`src/rtl/i2c_pkg.sv`:
```
`default_nettype none
// ------------------------------------------------------------------------
// i2c_pkg - command, state and phase encodings for i2c_bit_ctrl.  Rev 1.0
// ------------------------------------------------------------------------
package i2c_pkg;

  localparam logic [2:0] CMD_NOP   = 3'd0;
  localparam logic [2:0] CMD_START = 3'd1;
  localparam logic [2:0] CMD_STOP  = 3'd2;
  localparam logic [2:0] CMD_WRITE = 3'd3;
  localparam logic [2:0] CMD_READ  = 3'd4;

  localparam logic [2:0] ST_IDLE  = 3'd0;
  localparam logic [2:0] ST_START = 3'd1;
  localparam logic [2:0] ST_STOP  = 3'd2;
  localparam logic [2:0] ST_WRITE = 3'd3;
  localparam logic [2:0] ST_READ  = 3'd4;

  localparam logic [2:0] PH_A = 3'd0;
  localparam logic [2:0] PH_B = 3'd1;
  localparam logic [2:0] PH_C = 3'd2;
  localparam logic [2:0] PH_D = 3'd3;
  localparam logic [2:0] PH_E = 3'd4;

  function automatic logic [2:0] last_phase(input logic [2:0] st);
    return (st == ST_START) ? PH_E : PH_D;
  endfunction

  // Returns {scl, sda} release values for a given command phase.
  function automatic logic [1:0] phase_lines(input logic [2:0] st, input logic [2:0] ph,
                                             input logic d, input logic hold_scl);
    logic [1:0] lines;
    lines = 2'b11;
    case (st)
      ST_START: begin
        case (ph)
          PH_A:       lines = {hold_scl, 1'b1};
          PH_B:       lines = 2'b11;
          PH_C, PH_D: lines = 2'b10;
          default:    lines = 2'b00;
        endcase
      end
      ST_STOP: begin
        case (ph)
          PH_A:       lines = 2'b00;
          PH_B, PH_C: lines = 2'b10;
          default:    lines = 2'b11;
        endcase
      end
      ST_WRITE, ST_READ: lines = {(ph == PH_B) || (ph == PH_C), d};
      default:           lines = 2'b11;
    endcase
    return lines;
  endfunction

endpackage
`default_nettype wire

```
`src/rtl/i2c_phase_timer.sv`:
```
`default_nettype none
// ------------------------------------------------------------------------
// i2c_phase_timer - phase down-counter with stretch freeze.  Rev 1.0
// ------------------------------------------------------------------------
module i2c_phase_timer #(
  parameter int PRE_W = 16
) (
  input  logic             clk,
  input  logic             rstn,
  input  logic             run,
  input  logic             load,
  input  logic [PRE_W-1:0] load_val,
  input  logic             freeze,
  output logic             phase_end
);

  logic [PRE_W-1:0] count;

  assign phase_end = run & ~freeze & (count == '0);

  always_ff @(posedge clk or negedge rstn) begin
    if (!rstn) begin
      count <= '0;
    end else if (load) begin
      count <= load_val;
    end else if (run && !freeze && (count != '0)) begin
      count <= count - PRE_W'(1);
    end
  end

endmodule
`default_nettype wire

```
`src/rtl/i2c_bit_ctrl.sv`:
```
`default_nettype none
// ------------------------------------------------------------------------
// i2c_bit_ctrl - I2C master bit-level command sequencer.  Rev 1.0
// ------------------------------------------------------------------------
module i2c_bit_ctrl
  import i2c_pkg::*;
#(
  parameter int PRE_W = 16
) (
  input  logic             clk,
  input  logic             rstn,
  input  logic [PRE_W-1:0] prescale,
  input  logic             cmd_valid,
  input  logic [2:0]       cmd,
  input  logic             cmd_din,
  output logic             cmd_ready,
  output logic             done,
  output logic             dout,
  output logic             al,
  output logic             owner,
  input  logic             scl_i,
  input  logic             sda_i,
  input  logic             sta_det,
  input  logic             sto_det,
  input  logic             bus_busy,
  output logic             scl_o,
  output logic             sda_o
);

  logic [2:0]       state, state_nx, phase, phase_nx;
  logic             data_q, data_nx, hold_q, hold_nx;
  logic [PRE_W-1:0] pre_q;
  logic             accept, active, last, freeze, phase_end, arb_lost, timer_load;
  logic             done_nx, al_nx, dout_nx, owner_nx;
  logic [1:0]       lines_nx;
  logic             unused;

  assign unused    = sta_det;
  assign cmd_ready = (state == ST_IDLE) & ~(bus_busy & ~owner);
  assign accept    = cmd_valid & cmd_ready;
  assign active    = (state != ST_IDLE);
  assign last      = (phase == last_phase(state));
  assign freeze    = scl_o & ~scl_i;
  assign data_nx   = accept ? ((cmd == CMD_READ) | cmd_din) : data_q;
  assign hold_nx   = accept ? scl_o : hold_q;

  // READ keeps SDA released, so a low SDA there is slave data, not a lost arbitration.
  assign arb_lost = ((state == ST_WRITE) && ((phase == PH_B) || (phase == PH_C)) &&
                     phase_end && sda_o && !sda_i) ||
                    (sto_det && owner && (state != ST_STOP));

  assign timer_load = accept | (active & phase_end & ~last);

  i2c_phase_timer #(.PRE_W(PRE_W)) u_timer (
    .clk       (clk),
    .rstn      (rstn),
    .run       (active),
    .load      (timer_load),
    .load_val  (accept ? prescale : pre_q),
    .freeze    (freeze),
    .phase_end (phase_end)
  );

  always_ff @(posedge clk or negedge rstn) begin
    if (!rstn) begin
      state  <= ST_IDLE;
      phase  <= PH_A;
      data_q <= 1'b1;
      hold_q <= 1'b1;
      pre_q  <= '0;
      scl_o  <= 1'b1;
      sda_o  <= 1'b1;
      done   <= 1'b0;
      al     <= 1'b0;
      dout   <= 1'b0;
      owner  <= 1'b0;
    end else begin
      state  <= state_nx;
      phase  <= phase_nx;
      data_q <= data_nx;
      hold_q <= hold_nx;
      pre_q  <= accept ? prescale : pre_q;
      scl_o  <= lines_nx[1];
      sda_o  <= lines_nx[0];
      done   <= done_nx;
      al     <= al_nx;
      dout   <= dout_nx;
      owner  <= owner_nx;
    end
  end

  always_comb begin
    state_nx = state;
    phase_nx = phase;
    if (arb_lost) begin
      state_nx = ST_IDLE;
      phase_nx = PH_A;
    end else if (accept) begin
      phase_nx = PH_A;
      case (cmd)
        CMD_START: state_nx = ST_START;
        CMD_STOP:  state_nx = ST_STOP;
        CMD_WRITE: state_nx = ST_WRITE;
        CMD_READ:  state_nx = ST_READ;
        default:   state_nx = ST_IDLE;
      endcase
    end else if (active && phase_end) begin
      if (last) begin
        state_nx = ST_IDLE;
        phase_nx = PH_A;
      end else begin
        phase_nx = phase + 3'd1;
      end
    end
  end

  always_comb begin
    done_nx  = 1'b0;
    al_nx    = arb_lost;
    dout_nx  = dout;
    owner_nx = owner;
    lines_nx = {scl_o, sda_o};
    if (arb_lost) begin
      owner_nx = 1'b0;
      lines_nx = 2'b11;
    end else begin
      if (accept && (state_nx == ST_IDLE)) begin
        done_nx = 1'b1;
      end
      if (active && phase_end && last) begin
        done_nx = 1'b1;
        if (state == ST_START) owner_nx = 1'b1;
        if (state == ST_STOP)  owner_nx = 1'b0;
      end
      if ((state == ST_READ) && (phase == PH_C) && phase_end) begin
        dout_nx = sda_i;
      end
      // Idle holds the last phase's lines so SCL stays low between bits.
      if (state_nx != ST_IDLE) begin
        lines_nx = phase_lines(state_nx, phase_nx, data_nx, hold_nx);
      end
    end
  end

endmodule
`default_nettype wire

```
`config.mk`:
```
export PLATFORM = sky130hd
export DESIGN_NAME = i2c_bit_ctrl
export DESIGN_NICKNAME = d
export VERILOG_FILES = /design/src/rtl/i2c_pkg.sv /design/src/rtl/i2c_phase_timer.sv /design/src/rtl/i2c_bit_ctrl.sv
export SDC_FILE = /design/constraint.sdc
export NUM_CORES = 1
export LEC_CHECK = 0
export ABC_AREA = 1
export CAP_MARGIN = 30
export CORE_ASPECT_RATIO = 1.25
export CORE_MARGIN = 2
export CORE_UTILIZATION = 35
export DETAILED_ROUTE_END_ITERATION = 12
export PLACE_DENSITY = 0.56
export SYNTH_ARGS = -nofsm -noshare
export SYNTH_HDL_FRONTEND = slang
export SYNTH_SLANG_ARGS = --single-unit
export TNS_END_PERCENT = 100
```
`constraint.sdc`:
```
create_clock -name clk -period 1.9 [get_ports clk]
set_input_delay 0.285 -clock clk [delete_from_list [all_inputs] [get_ports clk]]
set_output_delay 0.285 -clock clk [all_outputs]
set_load 0.1 [all_outputs]
```
; ---- After elaboration in Yosys (flattened, before gate mapping)
; Cells that the tools add are included.
[word_totals]
in_bits = 28
reg_bits = 46
[op_classes]
add_sub_neg = 2
muxes = 27
reduce_logical = 34
n_bitwise = 16
eq_ne = 19
[op_table]
columns = operator, count
row1 = $mux 16, 3
row2 = $eq 3x2->1 const B, 9
row3 = $mux 3, 9
row4 = $logic_not 16->1, 1
row5 = $reduce_bool 16->1, 1
row6 = $sub 16x1->16 const B, 1
row7 = $eq 3x1->1 const B, 5
row8 = $logic_and 1x1->1, 13
row9 = $pmux 2 s3, 2
row10 = $pmux 3 s4, 1
row11 = $eq 3x3->1 const B, 3
row12 = $logic_not 3->1, 3
row13 = $mux 1, 9
row14 = $reduce_bool 3->1, 3
row15 = $and 1x1->1, 8
row16 = $not 1->1, 6
row17 = $reduce_bool 2->1, 3
row18 = $reduce_or 2->1, 3
row19 = $mux 2, 2
row20 = $pmux 2 s2, 1
row21 = $reduce_and 2->1, 2
row22 = $add 3x1->3 const B, 1
row23 = $eq 3x3->1, 1
row24 = $logic_or 1x1->1, 3
row25 = 3 further kinds, 5

; ---- Longest topological paths before layout
[depth]
ltp_word = 16
depth_mapped = 17
ltp_nobuf = 17

; ---- Hierarchy
; From an unflattened synthesis, not the netlist that was laid out.
[hier_totals]
hier_cells = 406
area_unflattened_um2 = 2987.9
[modules_own_cells]
columns = mod, cells_per_inst, area_per_inst_um2, n_inst
row1 = i2c_bit_ctrl, 217, 1774.2, 1
row2 = i2c_phase_timer, 189, 1213.7, 1

; ---- Worst setup path before layout
; Ideal clock, no wire load.
[synth_path]
kind = register to register
from = register owner
to = register u_timer.count[6]
synth_period_minus_slack_ns = 2.831
stages_incl_launch_ff = 11
arrival_ns = 2.707
setup_time_ns = 0.124
setup_slack_ns = -0.931
t_required_ns = 1.776
n_path_buf = 3
cell_sequence = dfrtp_1 inv_1 a21oi_4 nand2_2 buf_6 buf_6 buf_2 nand2_1 nand2_1 a32oi_1 nand2_1
[synth_via]
elab_chain_len = 7
[synth_lines]
columns = element, line
row1 = start: declaration, i2c_bit_ctrl.sv:20  ; output logic owner,
row2 = start signal: assignment, i2c_bit_ctrl.sv:88  ; owner <= owner_nx;
row3 = $not 1->1, i2c_bit_ctrl.sv:39  ; assign cmd_ready = (state == ST_IDLE) & ~(bus_busy & ~owner);
row4 = $and 1x1->1, i2c_bit_ctrl.sv:39
row5 = $not 1->1, i2c_bit_ctrl.sv:39
row6 = $and 1x1->1, i2c_bit_ctrl.sv:39
row7 = net cmd_ready, i2c_bit_ctrl.sv:16  ; output logic cmd_ready,
row8 = $and 1x1->1, i2c_bit_ctrl.sv:40  ; assign accept = cmd_valid & cmd_ready;
row9 = $mux 16, n/a
row10 = net u_timer.load_val[6], i2c_phase_timer.sv:12  ; input logic [PRE_W-1:0] load_val,
row11 = $mux 16, i2c_phase_timer.sv:24  ; end else if (load) begin
row12 = end signal: assignment, i2c_phase_timer.sv:25  ; count <= load_val;
row13 = end signal: assignment, i2c_phase_timer.sv:27  ; count <= count - PRE_W'(1);
row14 = end: declaration, i2c_phase_timer.sv:17  ; logic [PRE_W-1:0] count;
; The timed path passes the listed nets, and every way through them passes these cells.
; A chain may end at the register's enable or synchronous reset.

; ---- Worst setup path in the final report
[layout_path]
from = register phase[0]
to = register scl_o
[layout_via]
elab_chain_len = 14
[layout_lines]
columns = element, line
row1 = start: declaration, i2c_bit_ctrl.sv:30  ; logic [2:0] state, state_nx, phase, phase_nx;
row2 = start signal: assignment, i2c_bit_ctrl.sv:79  ; phase <= phase_nx;
row3 = $eq 3x1->1 or $eq 3x2->1 (tied branches), i2c_bit_ctrl.sv:48  ; assign arb_lost = ((state == ST_WRITE) && ((phase == PH_B) || (phase == PH_C)) &&
row4 = $logic_or 1x1->1 *, i2c_bit_ctrl.sv:48
row5 = $logic_and 1x1->1 * (2 in series), i2c_bit_ctrl.sv:48
row6 = $logic_and 1x1->1 * (2 in series), i2c_bit_ctrl.sv:49  ; phase_end && sda_o && !sda_i) ||
row7 = $logic_or 1x1->1 *, i2c_bit_ctrl.sv:49
row8 = net al_nx, i2c_bit_ctrl.sv:34  ; logic done_nx, al_nx, dout_nx, owner_nx;
row9 = $mux 3, i2c_bit_ctrl.sv:95  ; if (arb_lost) begin
row10 = $eq 3x2->1 (tied with other cells), "i2c_pkg.sv:36, i2c_pkg.sv:44, i2c_pkg.sv:50"
row11 = $reduce_or 2->1 (on tied branches), "i2c_pkg.sv:36, i2c_pkg.sv:44"
row12 = $pmux 2 s3 or $pmux 2 s2 (tied branches), "i2c_pkg.sv:36, i2c_pkg.sv:44"
row13 = $pmux 2 s3, i2c_pkg.sv:34  ; case (st)
row14 = $mux 2, i2c_bit_ctrl.sv:139  ; if (state_nx != ST_IDLE) begin
row15 = $mux 2, i2c_bit_ctrl.sv:123  ; if (arb_lost) begin
row16 = end signal: assignment, i2c_bit_ctrl.sv:83  ; scl_o <= lines_nx[1];
row17 = end: declaration, i2c_bit_ctrl.sv:26  ; output logic scl_o,
; The timed path passes the listed nets; every way through them passes the cells marked *. The select of a mux whose other input is x is not followed.

==> run summary <==
post-synth cell types = 37
Total GRT Usage = 0.1784
H-tree depth = 2
power per cell area = 1600 nW/um^2
CTS clk-pin slew, worst paths = 90 ps
Die ar. = 8613 sq um
# IOs = 35
Pleak = 2.065 nW
Reg2Reg Launch Point = phase[0]
Seq/Total Area, Yosys = 0.4190
cell with the most instances after synthesis = nand2_1
Critical Path Fanout Max = 7
TritonCTS clock tree = done
Synth Instances = 365
Starting Density = 0.3582
R2R depth = 17
worst skew pair latency = 300 ps
M2 GR Usage = 0.3468
Final Total Pwr = 0.006532 W
final worst path period share = 1.101
Synth area leader = dfrtp_1
first-pass GRT wire length = 12.35 mm
CTS Root Cell = clkbuf_8
vias per inst = 4.725
RSZ-0062 raised after global routing = true
top-area cell type share of the netlist area = 0.3810
Initial DRC Count = 64
Slew Limit Fails = 0
Rel. slew slack = 0.7412
WL final = 7.350 mm
vias in the first global route = 2708
initial antenna violation count = 0
via count = 2684
Port Buf Inserts = 33
Yosys reg bits = 46
Placer Congestion = 0.8318
CTS Sinks = 46
Most used DFF post-synth = dfrtp_1
CP endpoint kind = register
Pre-Repair DR Iteration Count = 4
Inserted Clock Buffers = 5
wire per inst = 12.94 microns
share of cells above drive strength 1 = 0.3658
endpoints failing setup = 5
Worst Setup Start Kind = register
die width = 83.41 microns
final hold slack = 431.3 ps
failing checks = negative setup slack
Final Skew = 7.626 ps
EDFF count, synth = 0
Core Region = 7702 sq um
crit path DAT = 2330 ps
synth top area cells = dfrtp_1 (38%), nand2_1 (16%), inv_1 (5.3%)
Post-Syn Nets = 398
Final WS setup = -191.3 ps
Worst Tran Pin Value = 388.1 ps
synth cell count leaders = nand2_1 (118), dfrtp_1 (42), inv_1 (39)
Avg Synthesized Cell Area = 7.559 sq um
asr flop ratio synth = 1.000
hpwl dp = 5.582 mm
Antenna Violating Nets Remaining = 0
DRC = 0
largest net degree at the start of global routing = 20
Layout area overhead = 47.94%
met1 GRT Util = 0.2010
final hold viol count = 0
WS Path Type = register to register
Peak supply drop = 0.0008497 V
Top Usage Layer GRT = met2
crit path from = phase[0]
outcome = finished with violations
fin nets = 505
Fmax achieved = 478.2 MHz
ANT cells = 0
worst hold path type = input port to async pin
required time worst endpoint = 2140 ps
total global routing overflow = 0
DIE HEIGHT = 103.3 microns
Clock Path Buffers = 2
GR met3 Demand/Resource = 0.02857
Ys Warns = 0
std cell rows = 36
Final min period = 2091 ps
max_cap viols = 0
Syn Std Cell Area = 2759 sq um
## cell families after synthesis
| kind of cell | Yosys count | synth area share |
|---|---|---|
| muxes | 1 | 0.004081 |
| DFF | 46 | 0.4190 |
| buffers and inverters | 55 | 0.08435 |
| adders and majority gates | 5 | 0.02268 |
| xor gates and xnor gates | 8 | 0.02540 |
| AOI/OAI and AO/OA | 46 | 0.1152 |
| and+or+nand+nor | 204 | 0.3292 |
## flip-flops by register name, summed over array words and instances (netlist names), 3 cells and up
| signal | count |
|---|---|
| phase | 3 |
| pre_q | 16 |
| state | 3 |
| u_timer.count | 16 |
## worst max-delay path: stages (launching register included)
cell and delay (ps):
dfrtp_2 450, inv_2 90, ha_4 120, inv_2 30
nand2_2 50, nand2_2 70, nor2_4 120, nand4_1 230
nand2_2 200, nor2_4 50, nand2_4 110, buf_6 110
nand3_1 80, nand2_1 70, nand2_1 50, nand2_1 50
nor2_1 40, nor2_1 80
## metal layers
metal / wire length, microns / up-vias
met5: 0 / -
met4: 120 / 0
met3: 209 / 10
met2: 4125 / 39
met1: 2896 / 1264
li1: - / 1371
## what timing repair did
item,in CTS,in global routing
hold buffers,1,0
buffers inserted,9,8
resized for setup,26,41
cloned,0,0
endpoints found under the setup margin,16,24
pin swaps,11,11
hold endpoints to repair,13,0
## final cells by class
class                      count  area, sq um
clock buffer                   6        72.57
clock inverter                 2        37.54
fill                         721         3621
inverter                      48        190.2
multi-input combinational    264         1559
sequential                    46         1166
tap                           95        118.9
timing repair buffer         107        937.1
## stage by stage
stage / std cells / instance area [sq um] / TNS [ps] / utilization / setup WS, ps
6_report: 568 / 4081 / -625.7 / 0.5299 / -191.3
5_1_grt: 568 / 4081 / -2024 / 0.5299 / -306.1
4_1_cts: 560 / 3884 / -325.2 / 0.5042 / -124.4
3_5_place_dp: 542 / 3613 / -3342 / 0.4691 / -302.5
3_3_place_gp: 542 / 3613 / -2570 / 0.4691 / -244.6
2_1_floorplan: 365 / 2788 / -8302 / - / -407.3
## path summary, 6_finish.rpt
path,end,slack [ps]
min in group clk,pre_q[2],480
min reg2reg,pre_q[2],480
max,scl_o,-190
max in group asynchronous,data_q,800
min,pre_q[10],430
max reg2reg,scl_o,-190
## layout by cell type (no fill, tap or decap), types with 4 or more instances in the layout
cell type and instances:
nor2_1 24, nor2_2 9, nand2_1 111, xor2_1 7, o211ai_1 6, dfrtp_1 39, clkbuf_8 5, o21ai_1 9
a21oi_4 4, nand3_2 9, nor3_1 4, clkdlybuf4s50_1 25, nor2_4 10, buf_4 68, nand2_2 13, nand4_1 6
inv_1 32, o21ai_0 7, nand3_1 12, inv_2 12, buf_6 9
## where the power goes
part | switching (W) | leakage [nW] | internal, W
registers | 0.000236 | 0.572 | 0.00144
clock network | 0.000335 | 0.0514 | 0.000393
logic | 0.00241 | 1.44 | 0.00171
total | 0.00299 | 2.06 | 0.00355
Note: power is estimated with default switching activity, not from simulation.
